===== src/rtl/lsb_mem_port_pkg.sv =====
// rtl/lsb_mem_port_pkg.sv - shared encodings and helpers for the LSB memory responder
package lsb_mem_port_pkg;

    // Default widths (addrWidth / dataWidth)
    localparam int ADDR_WIDTH_DFLT = 32;
    localparam int DATA_WIDTH_DFLT = 32;

    // Request size encodings; 2'b11 is reserved and behaves as a word
    localparam logic [1:0] SIZE_B = 2'b00;
    localparam logic [1:0] SIZE_H = 2'b01;
    localparam logic [1:0] SIZE_W = 2'b10;

    // addr[17:16] value that selects the UART I/O region
    localparam logic [1:0] IO_REGION_HI = 2'b11;

    typedef enum logic [1:0] {
        ST_IDLE  = 2'd0,
        ST_READ  = 2'd1,
        ST_WRITE = 2'd2
    } state_e;

    // Number of bytes moved for a request size
    function automatic logic [2:0] size_bytes(input logic [1:0] size);
        case (size)
            SIZE_B:  return 3'd1;
            SIZE_H:  return 3'd2;
            default: return 3'd4;
        endcase
    endfunction

endpackage


===== src/rtl/lsb_mem_port_load_extend.sv =====
// rtl/lsb_mem_port_load_extend.sv - sign/zero extension of assembled load data
module lsb_mem_port_load_extend
    import lsb_mem_port_pkg::*;
(
    input  logic [31:0] word_i,
    input  logic [1:0]  size_i,
    input  logic        signed_i,
    output logic [31:0] ext_o
);

    // Keep the low N bytes and fill the rest with the sign bit or zeros
    always_comb begin
        ext_o = word_i;
        case (size_i)
            SIZE_B:  ext_o = {{24{signed_i & word_i[7]}}, word_i[7:0]};
            SIZE_H:  ext_o = {{16{signed_i & word_i[15]}}, word_i[15:0]};
            default: ext_o = word_i;
        endcase
    end

endmodule


===== src/rtl/lsb_mem_port.sv =====
// rtl/lsb_mem_port.sv - serialises LSB load/store requests onto a byte-wide RAM port
module lsb_mem_port
    import lsb_mem_port_pkg::*;
#(
    parameter int ADDR_WIDTH = ADDR_WIDTH_DFLT,
    parameter int DATA_WIDTH = DATA_WIDTH_DFLT
) (
    input  logic                  clk,
    input  logic                  rst,
    input  logic                  rdy,
    input  logic                  req_valid,
    output logic                  req_ready,
    input  logic                  req_is_store,
    input  logic [1:0]            req_size,
    input  logic                  req_signed,
    input  logic [ADDR_WIDTH-1:0] req_addr,
    input  logic [DATA_WIDTH-1:0] req_wdata,
    input  logic                  clear,
    output logic                  resp_valid,
    output logic [DATA_WIDTH-1:0] resp_data,
    input  logic [7:0]            mem_din,
    output logic [7:0]            mem_dout,
    output logic [ADDR_WIDTH-1:0] mem_a,
    output logic                  mem_wr,
    input  logic                  io_buffer_full
);

    state_e                state_q, state_d;
    logic [2:0]            k_q, k_d;
    logic [ADDR_WIDTH-1:0] addr_q, addr_d;
    logic [1:0]            size_q, size_d;
    logic                  signed_q, signed_d;
    logic [31:0]           wdata_q, wdata_d;
    logic [31:0]           bytes_q, bytes_d;
    logic                  resp_valid_q, resp_valid_d;
    logic [DATA_WIDTH-1:0] resp_data_q, resp_data_d;
    logic [ADDR_WIDTH-1:0] mem_a_q, mem_a_d;
    logic [7:0]            mem_dout_q, mem_dout_d;
    logic                  wr_q, wr_d;

    logic [2:0]  n_bytes;
    logic [2:0]  k_inc;
    logic [1:0]  cap_idx;
    logic [31:0] cap_word;
    logic [31:0] ext_word;
    logic        io_stall;
    logic        wr_fire;

    assign n_bytes  = size_bytes(size_q);
    assign k_inc    = k_q + 3'd1;
    // Byte k-1 arrives while the counter reads k (RAM has one cycle of latency)
    assign cap_idx  = k_q[1:0] - 2'd1;
    assign io_stall = io_buffer_full & (addr_q[17:16] == IO_REGION_HI);
    // wr_q is only ever set in WRITE, so this is "a store byte lands this cycle"
    assign wr_fire  = wr_q & ~io_stall;

    assign req_ready  = (state_q == ST_IDLE) & ~clear;
    assign resp_valid = resp_valid_q;
    assign resp_data  = resp_data_q;
    assign mem_a      = mem_a_q;
    assign mem_dout   = mem_dout_q;
    // The write strobe is gated live so a freeze or a full UART never sees a write
    assign mem_wr     = wr_fire & rdy;

    // Merge the byte currently on mem_din into the partially assembled word
    always_comb begin
        cap_word = bytes_q;
        cap_word[{cap_idx, 3'b000} +: 8] = mem_din;
    end

    lsb_mem_port_load_extend u_load_extend (
        .word_i   (cap_word),
        .size_i   (size_q),
        .signed_i (signed_q),
        .ext_o    (ext_word)
    );

    // Next-state and registered-output logic for the IDLE/READ/WRITE sequencer
    always_comb begin
        state_d      = state_q;
        k_d          = k_q;
        addr_d       = addr_q;
        size_d       = size_q;
        signed_d     = signed_q;
        wdata_d      = wdata_q;
        bytes_d      = bytes_q;
        resp_valid_d = 1'b0;
        resp_data_d  = resp_data_q;
        mem_a_d      = mem_a_q;
        mem_dout_d   = mem_dout_q;
        wr_d         = 1'b0;

        case (state_q)
            ST_IDLE: begin
                if (req_valid && req_ready) begin
                    addr_d   = req_addr;
                    size_d   = req_size;
                    signed_d = req_signed;
                    wdata_d  = req_wdata[31:0];
                    bytes_d  = 32'd0;
                    k_d      = 3'd0;
                    mem_a_d  = req_addr;
                    if (req_is_store) begin
                        state_d    = ST_WRITE;
                        mem_dout_d = req_wdata[7:0];
                        wr_d       = 1'b1;
                    end else begin
                        state_d = ST_READ;
                    end
                end
            end

            ST_READ: begin
                if (clear) begin
                    state_d = ST_IDLE;
                    k_d     = 3'd0;
                end else begin
                    if (k_q != 3'd0) begin
                        bytes_d = cap_word;
                    end
                    if (k_q == n_bytes) begin
                        resp_valid_d = 1'b1;
                        resp_data_d  = DATA_WIDTH'(ext_word);
                        state_d      = ST_IDLE;
                        k_d          = 3'd0;
                    end else begin
                        k_d = k_inc;
                        if (k_inc < n_bytes) begin
                            mem_a_d = addr_q + ADDR_WIDTH'(k_inc);
                        end
                    end
                end
            end

            ST_WRITE: begin
                // clear is deliberately ignored: a committed store must retire
                wr_d = wr_q;
                if (wr_fire) begin
                    if (k_q == n_bytes - 3'd1) begin
                        resp_valid_d = 1'b1;
                        resp_data_d  = '0;
                        state_d      = ST_IDLE;
                        k_d          = 3'd0;
                        wr_d         = 1'b0;
                    end else begin
                        k_d        = k_inc;
                        mem_a_d    = addr_q + ADDR_WIDTH'(k_inc);
                        mem_dout_d = wdata_q[{k_inc[1:0], 3'b000} +: 8];
                        wr_d       = 1'b1;
                    end
                end
            end

            default: begin
                state_d = ST_IDLE;
                k_d     = 3'd0;
            end
        endcase
    end

    // State register; rdy low freezes everything so the pending RAM byte is kept
    always_ff @(posedge clk) begin
        if (rst) begin
            state_q      <= ST_IDLE;
            k_q          <= 3'd0;
            addr_q       <= '0;
            size_q       <= SIZE_W;
            signed_q     <= 1'b0;
            wdata_q      <= 32'd0;
            bytes_q      <= 32'd0;
            resp_valid_q <= 1'b0;
            resp_data_q  <= '0;
            mem_a_q      <= '0;
            mem_dout_q   <= 8'd0;
            wr_q         <= 1'b0;
        end else if (rdy) begin
            state_q      <= state_d;
            k_q          <= k_d;
            addr_q       <= addr_d;
            size_q       <= size_d;
            signed_q     <= signed_d;
            wdata_q      <= wdata_d;
            bytes_q      <= bytes_d;
            resp_valid_q <= resp_valid_d;
            resp_data_q  <= resp_data_d;
            mem_a_q      <= mem_a_d;
            mem_dout_q   <= mem_dout_d;
            wr_q         <= wr_d;
        end
    end

endmodule


===== config.mk =====
export PLATFORM = sky130hd
export DESIGN_NAME = lsb_mem_port
export DESIGN_NICKNAME = d
export VERILOG_FILES = /design/src/rtl/lsb_mem_port_pkg.sv /design/src/rtl/lsb_mem_port_load_extend.sv /design/src/rtl/lsb_mem_port.sv
export SDC_FILE = /design/constraint.sdc
export NUM_CORES = 1
export LEC_CHECK = 0
export ABC_AREA = 1
export ABC_CLOCK_PERIOD_IN_PS = 4100
export CAP_MARGIN = 20
export CORE_UTILIZATION = 49
export CTS_CLUSTER_DIAMETER = 40
export CTS_CLUSTER_SIZE = 28
export DETAILED_ROUTE_END_ITERATION = 10
export GPL_ROUTABILITY_DRIVEN = 0
export MAX_ROUTING_LAYER = met4
export PLACE_DENSITY = 0.79
export SETUP_SLACK_MARGIN = 0.2
export SLEW_MARGIN = 20
export SYNTH_ARGS = -nofsm -noshare
export SYNTH_HDL_FRONTEND = slang
export SYNTH_SLANG_ARGS = --single-unit
export TNS_END_PERCENT = 1

===== constraint.sdc =====
create_clock -name clk -period 4.1 [get_ports clk]
set_input_delay 0.41 -clock clk [delete_from_list [all_inputs] [get_ports clk]]
set_output_delay 0.41 -clock clk [all_outputs]
set_load 0.01 [all_outputs]

; Word level (Yosys, flattened, before mapping)
; Index checks and enable logic that the tools add are counted.
[classes]
add_sub_neg = 5
multipliers = 0
div_mod_pow = 0
order_cmp = 1
n_eq_ne = 17
n_shift = 3
n_mux = 47
n_bitwise = 8
reduce_logical = 16
[ops]
columns = cell, n
row1 = 2-to-1 mux 32 bit, 13
row2 = one-hot mux 32 bit (2 select lines), 3
row3 = one-hot mux 32 bit (3 select lines), 1
row4 = adder 32 x 3 -> 32 bit, 1
row5 = bitwise mux 32 bit, 1
row6 = 2-to-1 mux 8 bit, 4
row7 = variable shift 8 x 7 -> 32 bit (first input constant), 1
row8 = variable part select 32 x 6 -> 8 bit, 1
row9 = variable part select 8 x 7 -> 32 bit, 1
row10 = != test 2 bit (second input constant), 9
row11 = one-hot mux 8 bit (2 select lines), 1
row12 = 2-to-1 mux 3 bit, 5
row13 = 2-to-1 mux 2 bit, 6
row14 = AND reduction 6 bit, 2
row15 = AND reduction 5 bit, 2
row16 = one-hot mux 3 bit (3 select lines), 1
row17 = 2-to-1 mux 1 bit, 8
row18 = AND reduction 8 bit, 1
row19 = negator 5 -> 7 bit, 1
row20 = AND 1 bit, 6
row21 = equality test 3 bit, 2
row22 = one-hot mux 2 bit (3 select lines), 1
row23 = one-hot mux 3 bit (2 select lines), 1
row24 = AND reduction 3 bit, 2
row25 = 15 further kinds, 23
[word_totals]
reg_bits = 178
latch_bits = 0
ram_bits = 0
romBits = 0
in_bits = 82
out_inout_bits = 75
wordCells = 109
memories = 0

; Depth between registers and ports, before layout
; Gate-level depths: netlist of the first run.
[depth]
word_depth = 9
depth_mapped = 15
mapped_depth_nobuf = 14

; By module
; Synthesis of the first run repeated with hierarchy kept, for this count alone.
[unflattened]
cells_unflattened = 1448
area_unflattened_um2 = 9774.4
[by_module_without_submodules]
columns = mod, instances, cells_per_inst, area_each_um2, seq_area_each_um2
row1 = lsb_mem_port, 1, 1376, 9351.5, 3563.4
row2 = lsb_mem_port_load_extend, 1, 72, 422.9, 0.0

; Worst setup path after synthesis of the first run
; OpenSTA, ideal clock, no wires.
[synth_path]
path_kind = register -> register
start = reg k_q[0]
end = reg mem_a_q[30], in the netlist mem_a[30]
setup_time_ns = 0.132
arrival_time_ns = 2.475
t_required_ns = 3.968
slack_ns = 1.493
stages_incl_launch_ff = 15
path_buffers = 0
period_less_slack_ns = 2.607
path_cell_list = dfxtp_1 > inv_2 > ha_1 > inv_1 > fa_1 > inv_1 > nand3_1 > nand2_1 > nand2_1 > nor2_1 > nand2_1 > nand2_1 > nand3_1 > nand2_1 > a21oi_1
[synth_between]
elab_chain_cells = 6
elab_cells_between_ends = 15
classes_between = add/sub (2) / order compare (1) / eq/ne (5) / mux (6) / reduce/logical (1)
[synth_lines]
columns = element, line_no
row1 = from (decl), lsb_mem_port.sv:29  ; logic [2:0] k_q, k_d;
row2 = from (signal assigned), lsb_mem_port.sv:178  ; k_q <= k_d;
row3 = adder 3 x 1 -> 3 bit, lsb_mem_port.sv:50  ; assign k_inc = k_q + 3'd1;
row4 = adder 32 x 3 -> 32 bit, "lsb_mem_port.sv:129, lsb_mem_port.sv:147"
row5 = 2-to-1 mux 32 bit, lsb_mem_port.sv:128  ; if (k_inc < n_bytes) begin
row6 = 2-to-1 mux 32 bit, lsb_mem_port.sv:121  ; if (k_q == n_bytes) begin
row7 = 2-to-1 mux 32 bit, lsb_mem_port.sv:114  ; if (clear) begin
row8 = one-hot mux 32 bit (3 select lines), lsb_mem_port.sv:93  ; case (state_q)
row9 = to (signal assigned), lsb_mem_port.sv:186  ; mem_a_q <= mem_a_d;
row10 = to (decl), lsb_mem_port.sv:37  ; logic [ADDR_WIDTH-1:0] mem_a_q, mem_a_d;
; Parallel ways exist; a longest one is shown, timed or not. The select of a mux whose other input is x is not followed.
; A chain may end at the register's enable or synchronous reset.

; Worst setup path after layout of the first run
[layout_path]
start = reg k_q[0]
end = reg mem_a_q[26], in the netlist mem_a[26]
; The elaborated chain is that of the path after synthesis.

==> impl_results.md, run 1 <==
- DRC Markers: 18
- Reg area: roughly 0.0036 sq mm
- CP Depth: 14
- Finished Cell Area: between 0.01 and 0.015 sq mm
- Largest net degree at the start of global routing: 70
- Setup WS pre-CTS: 1072 ps
- # fillers: roughly 1600
- Worst relative slew slack: 0.3384
- Clk_lat worst skew: 440 ps
- HPWL Detailed: 18010 um
- Setup violators final: 0
- Hold Path Stages: 2
- Hold Buf Count CTS: 0
- CTS tree: yes
- Synth top area share: 0.3902
- Drt first pass iters: 8
- Outcome: complete, but fails checks
- Post-synthesis cell type count: 42
- Clock transition at path regs: 70 ps
- Ports: 157
- Syn Nets: 1461
- Post-layout min period: 3079 ps
- PwrDens: about 400 mW/mm^2
- Initial antenna violation count: 0
- Die area: 0.01919 sq mm
- Delay-heaviest family, CP: simple AND/OR/NAND/NOR gates
- Ant. Diodes: 0
- DP Area: 0.01069 sq mm
- Final slew viol count: 0
- CTS sink cnt: 178
- Post-synth EDFFs: 0
- Synth Cell Area: 0.009133 sq mm
- Fin nets: 1577
- WS Path Type: reg -> reg
- Crit path arrival time: around 3400 ps
- Non-Filler Instances: 1721
- Drt total wl: 26340 um
- Worst endpoint required time: roughly 4400 ps
- Total Neg Setup Slack: 0 ps
- Crit path capture type: flip-flop
- CTS root buf: clkbuf_16
- Vias per cell: between 5 and 6
- Post-route ant nets: 0
- Worst Skew: ~9.0 ps
- Initial DRC Count: 896
- Mapped Cells: 1363
- Synth warnings: 0
- Resize count post-CTS: 0
- Starting Density: 0.5049
- Clock tree buffer depth: 2
- P_leak: 4.490 nW
- Vias in the first global route: approximately 8700
- Die X: 138.5 um
- H-tree depth: 4
- Max Cap Viol: 0
- Cell mode on critical path: nand2_1
- Avg Synthesized Cell Area: roughly 6.7 sq um
- Postcts setup bufs: 0
- Prevailing post-synth register cell: dfxtp_1
- Core area: ~0.018 sq mm
- Tot Pwr: 4.520 mW
- Wire per inst: 15.30 um
- Worst Hold Margin: approximately 450 ps
- Die height: 138.5 um
- Final hold violations: 0
- Area of the multi-input gates: 0.004803 sq mm
- HP Class: reg -> reg
- Congestion Overflow GR: 0
- Buf/Inv on CP: 3
- Total number of vias: 9507
- Global-route wire length before repair: 43080 um
- FMAX: 0.3248 GHz
- Placed Instances: ~1700
- Worst r2r path cells: 14
- Period utilization: 0.7510
- GRT Total Usage: 0.2841
- Startpoint types: flip-flop
- Area Overhead vs Synth: 23.52%
- Num CTS Buffers: 17
- I/O Buffers: 156
- Post-synthesis sequential area ratio: 0.3902
- Fin worst setup slack: 1021 ps
- Crit-path slowest cell: dfxtp_1
- Core Util, Final: 0.6237
- RSZ-0062 raised after global routing: false
- Worst Path Max Fanout: 12
- Seq cells post-synth: 178
- Failing checks: DRC
- Critical path's largest stage delay: ~630 ps
- CP cell instances: inv_2, ha_1, inv_1, fa_1, inv_1, nand3_1, nand2_1, nand2_1, nor2_1, nand2_1, nand2_1, nand3_1, nand2_1, a21oi_1
- Slew @ Worst Pin: approximately 990 ps
- Peak VDD IR: 0.3213 mV
- Ys async rst share: 0
- Share of cells above drive strength 1: 0.06166
- Leading area contributor after synthesis: dfxtp_1
- Site row count: 49
- Top post-synthesis cells by area: dfxtp_1 39%, nand2_1 12%, nor2_1 9.9%
[tightest hold or removal path, stage by stage (launching register included)]
cell	delay, ps
dfxtp_1	310
inv_1	40
a21oi_1	50
[cells in the final DEF (no fill, tap or decap), types with 6 or more instances in the layout]
master           count
a21oi_1             98
a22oi_1             23
buf_4                9
clkbuf_16           17
clkdlybuf4s50_1    155
dfxtp_1            178
ha_1                15
inv_1               84
inv_2                9
inv_8                6
nand2_1            300
nand3_1             82
nand4_1             12
nor2_1             242
nor3_1              10
o21ai_0            159
o21ai_1             33
or2_2                6
[layer usage]
metal / routed length [um] / share of wire / GRT usage / vias to the layer above
met2: 11930 / 0.45 / 0.4403 / 447
met4: 456 / 0.017 / 0.09344 / 0
met3: 2059 / 0.078 / 0.04572 / 45
met5: 0 / 0 / - / -
li1: - / - / - / 4695
met1: 11880 / 0.45 / 0.3769 / 4320
[cells by family after synthesis]
logic type / synth area share
buffers and inverters: 0.08385
adders and majority gates: 0.02274
AOI/OAI and AO/OA: 0.1822
DFF: 0.3902
and+or+nand+nor: 0.3172
xor gates and xnor gates: 0.003837
[cell usage after synthesis, types with 2 or more instances]
cell and instances:
nand2_2 5, nand2_4 3, buf_4 2, xor2_1 3, ha_1 15, clkbuf_1 45
nand4_1 12, o21ai_0 159, nand2_1 300, nand3_2 4, a22oi_1 23, nor2_2 5
o21ai_1 33, or2_2 6, a21oi_1 98, nor2_1 242, inv_2 8, clkinv_1 2
clkbuf_2 3, inv_1 85, nand3_4 5, nor2_4 2, buf_6 11, dfxtp_1 178
nand3_1 82, inv_4 2, buf_2 6, nor3_1 10
[final cells by class]
type | count | share of cell area
multi-input combinational | 1016 | 0.4258
sequential | 178 | 0.3159
timing repair buffer | 166 | 0.1457
clock buffer | 17 | 0.03771
inverter | 100 | 0.03494
tap | 229 | 0.02540
clock inverter | 15 | 0.01453
[sequential cells by signal, indices dropped and copies added, names as in the netlist]
signal      flops
mem_a          32
resp_valid      1
wr_q            1
resp_data      32
bytes_q        32
signed_q        1
wdata_q        32
state_q         2
size_q          2
k_q             3
addr_q         32
mem_dout        8
[power breakdown]
group          switching (mW)  total [mW]  internal (mW)
registers              0.0890        1.94           1.85
clock network           0.786        1.65          0.868
logic                   0.556       0.927          0.370
total                    1.43        4.52           3.09
[path summary, 6_finish.rpt]
check,start,end,slack (ps)
max,k_q[0],mem_a[26],1020
min,mem_dout[0],mem_dout[0],450
min reg2reg,mem_dout[0],mem_dout[0],450
max reg2reg,k_q[0],mem_a[26],1020
(Power assumes the default switching activity.)
==> run 2: changes to the inputs <==
- ABC_CLOCK_PERIOD_IN_PS: 4100 -> 2800
- CORE_UTILIZATION: 49 -> 48
- PLACE_DENSITY: 0.79 -> 0.8
- clock period: 4.1 -> 2.8 ns (I/O delays scaled with it)
==> run 2 against run 1 <==
- the run now ends clean
- sequential share of layout area fell by 0.50 points
- via count fell by 0.25%
- design area rose by 1.7%
- final cell count rose by 0.76%
- total power rose by 53%
==> impl_results.md, run 2 (synthesis results as in run 1) <==
- Outcome: complete, no violations
- Post-layout min period: approximately 2500 ps
- Area Overhead vs Synth: 25.61%
- Starting Density: 0.4882
- DRC Markers: 0
- Worst endpoint required time: 3100 ps
- Area of the multi-input gates: roughly 0.0048 sq mm
- Startpoint types: flip-flop
- Vias per cell: 5.469
- Postcts setup bufs: 0
- Delay-heaviest family, CP: simple AND/OR/NAND/NOR gates
- PwrDens: ~600 mW/mm^2
- Clock tree buffer depth: 2
- P_leak: 4.565 nW
- Die area: about 0.020 sq mm
- Clock transition at path regs: 70 ps
- Most common cell after layout, fill and taps aside: nand2_1
- HPWL Detailed: 18170 um
- Drt first pass iters: 6
- Crit-path slowest cell: dfxtp_2
- Initial antenna violation count: 0
- CTS root buf: clkbuf_16
- Fin worst setup slack: 313.9 ps
- Initial DRC Count: 914
- Wire per inst: between 15 and 20 um
- Global-route wire length before repair: 42710 um
- Vias in the first global route: 8598
- Slew @ Worst Pin: 732.5 ps
- Min-delay src: rst
- CP cell instances: inv_1, ha_1, buf_4, ha_1, nand2_1, nand2_1, nand3_1, nor2_1, nand2_1, nand2_1, nand3_1, nand3_1, a21oi_1
- Congestion Overflow GR: 0
- Reg2reg start: k_q[1]
- DP Area: around 0.011 sq mm
- Worst r2r path cells: 13
- Final slew viol count: 0
- # fillers: roughly 1700
- Die X: 139.9 um
- Critical Path Source: k_q[1]
- Worst Path Max Fanout: 7
- Ports: 157
- HP Class: in -> reg
- CP Depth: 13
- Crit path arrival time: about 2800 ps
- Site row count: 50
- FMAX: between 0.4 and 0.5 GHz
- Period utilization: 0.8879
- Core Util, Final: 0.6132
- Resize count post-CTS: 0
- Hold Buf Count CTS: 0
- Hold Path Stages: 4
- Setup violators final: 0
- H-tree depth: 4
- Worst Skew: 11.01 ps
- Drt total wl: 26530 um
- GRT Total Usage: 0.2808
- Finished Cell Area: between 0.01 and 0.015 sq mm
- RSZ-0062 raised after global routing: true
- Most frequent cells in the layout: 298 x nand2_1, 239 x nor2_1, 176 x dfxtp_1, 159 x o21ai_0, 155 x clkdlybuf4s50_1
- Critical path's largest stage delay: 380 ps
- CTS sink cnt: 178
- Post-route ant nets: 0
- Fin nets: roughly 1600
- Largest net degree at the start of global routing: 94
- Final hold violations: 0
- Non-Filler Instances: 1734
- Peak VDD IR: 0.4371 mV
- CTS tree: yes
- Ant. Diodes: 0
- Tot Pwr: 6.893 mW
- Share of cells above drive strength 1: 0.07267
- Total Neg Setup Slack: 0 ps
- Max Cap Viol: 0
- Die height: around 140 um
- Total number of vias: 9483
- Clk_lat worst skew: roughly 440 ps
- Core area: about 0.019 sq mm
- Buf/Inv on CP: 2
- Setup WS pre-CTS: 263.1 ps
- Worst Hold Margin: between 200 and 300 ps
- Reg area: between 0.003 and 0.004 sq mm
- Num CTS Buffers: 17
- Placed Instances: 1702
- Crit path capture type: flip-flop
- Cell mode on critical path: nand2_1
- WS Path Type: reg -> reg
- I/O Buffers: 156
- Worst relative slew slack: 0.5116
==> run 2: changes by cell type in the layout (fill, tap and decap cells not counted), sizes merged <==
| cell | previous run | this run |
|---|---|---|
| inv | 105 | 99 |
| bufinv | 1 | 5 |
| buf | 11 | 19 |
| clkinvlp | 1 | 3 |
==> run 2: worst paths after layout <==
check,end,slack (ps)
max,mem_a[29],310
min,resp_data[21],270
max reg2reg,mem_a[29],310
min reg2reg,mem_dout[0],460
==> run 2: worst min-delay path, cell delays in order <==
cell     delay (ps)
buf_2            90
inv_2           150
nand2_1         110
nor2_1           30
==> run 2: routing by layer <==
layer | wire length (um) | track usage | vias to the layer above
met1 | 11730 | 0.3766 | 4270
met2 | 11760 | 0.4200 | 439
met5 | 0 | - | -
met3 | 2387 | 0.04718 | 64
met4 | 648 | 0.1128 | 0
li1 | - | - | 4710
==> run 2: where the power goes <==
part           internal [mW]  switching [mW]  leakage (nW)
combinational          0.563           0.832          2.80
clock                   1.59            1.07         0.310
sequential              2.71           0.122          1.45
==> run 2: area by class of cell <==
| class | instances | area share |
|---|---|---|
| clock buffer | 17 | 0.03709 |
| tap | 234 | 0.02552 |
| timing repair buffer | 174 | 0.1507 |
| clock inverter | 15 | 0.02007 |
| sequential | 178 | 0.3109 |
| inverter | 100 | 0.03436 |
| multi-input combinational | 1016 | 0.4214 |
==> run 3: changes to the inputs <==
- ABC_CLOCK_PERIOD_IN_PS: 2800 -> not set
==> results of run 3 <==
No change in the layout: final DEF, timing and power equal those of run 2.
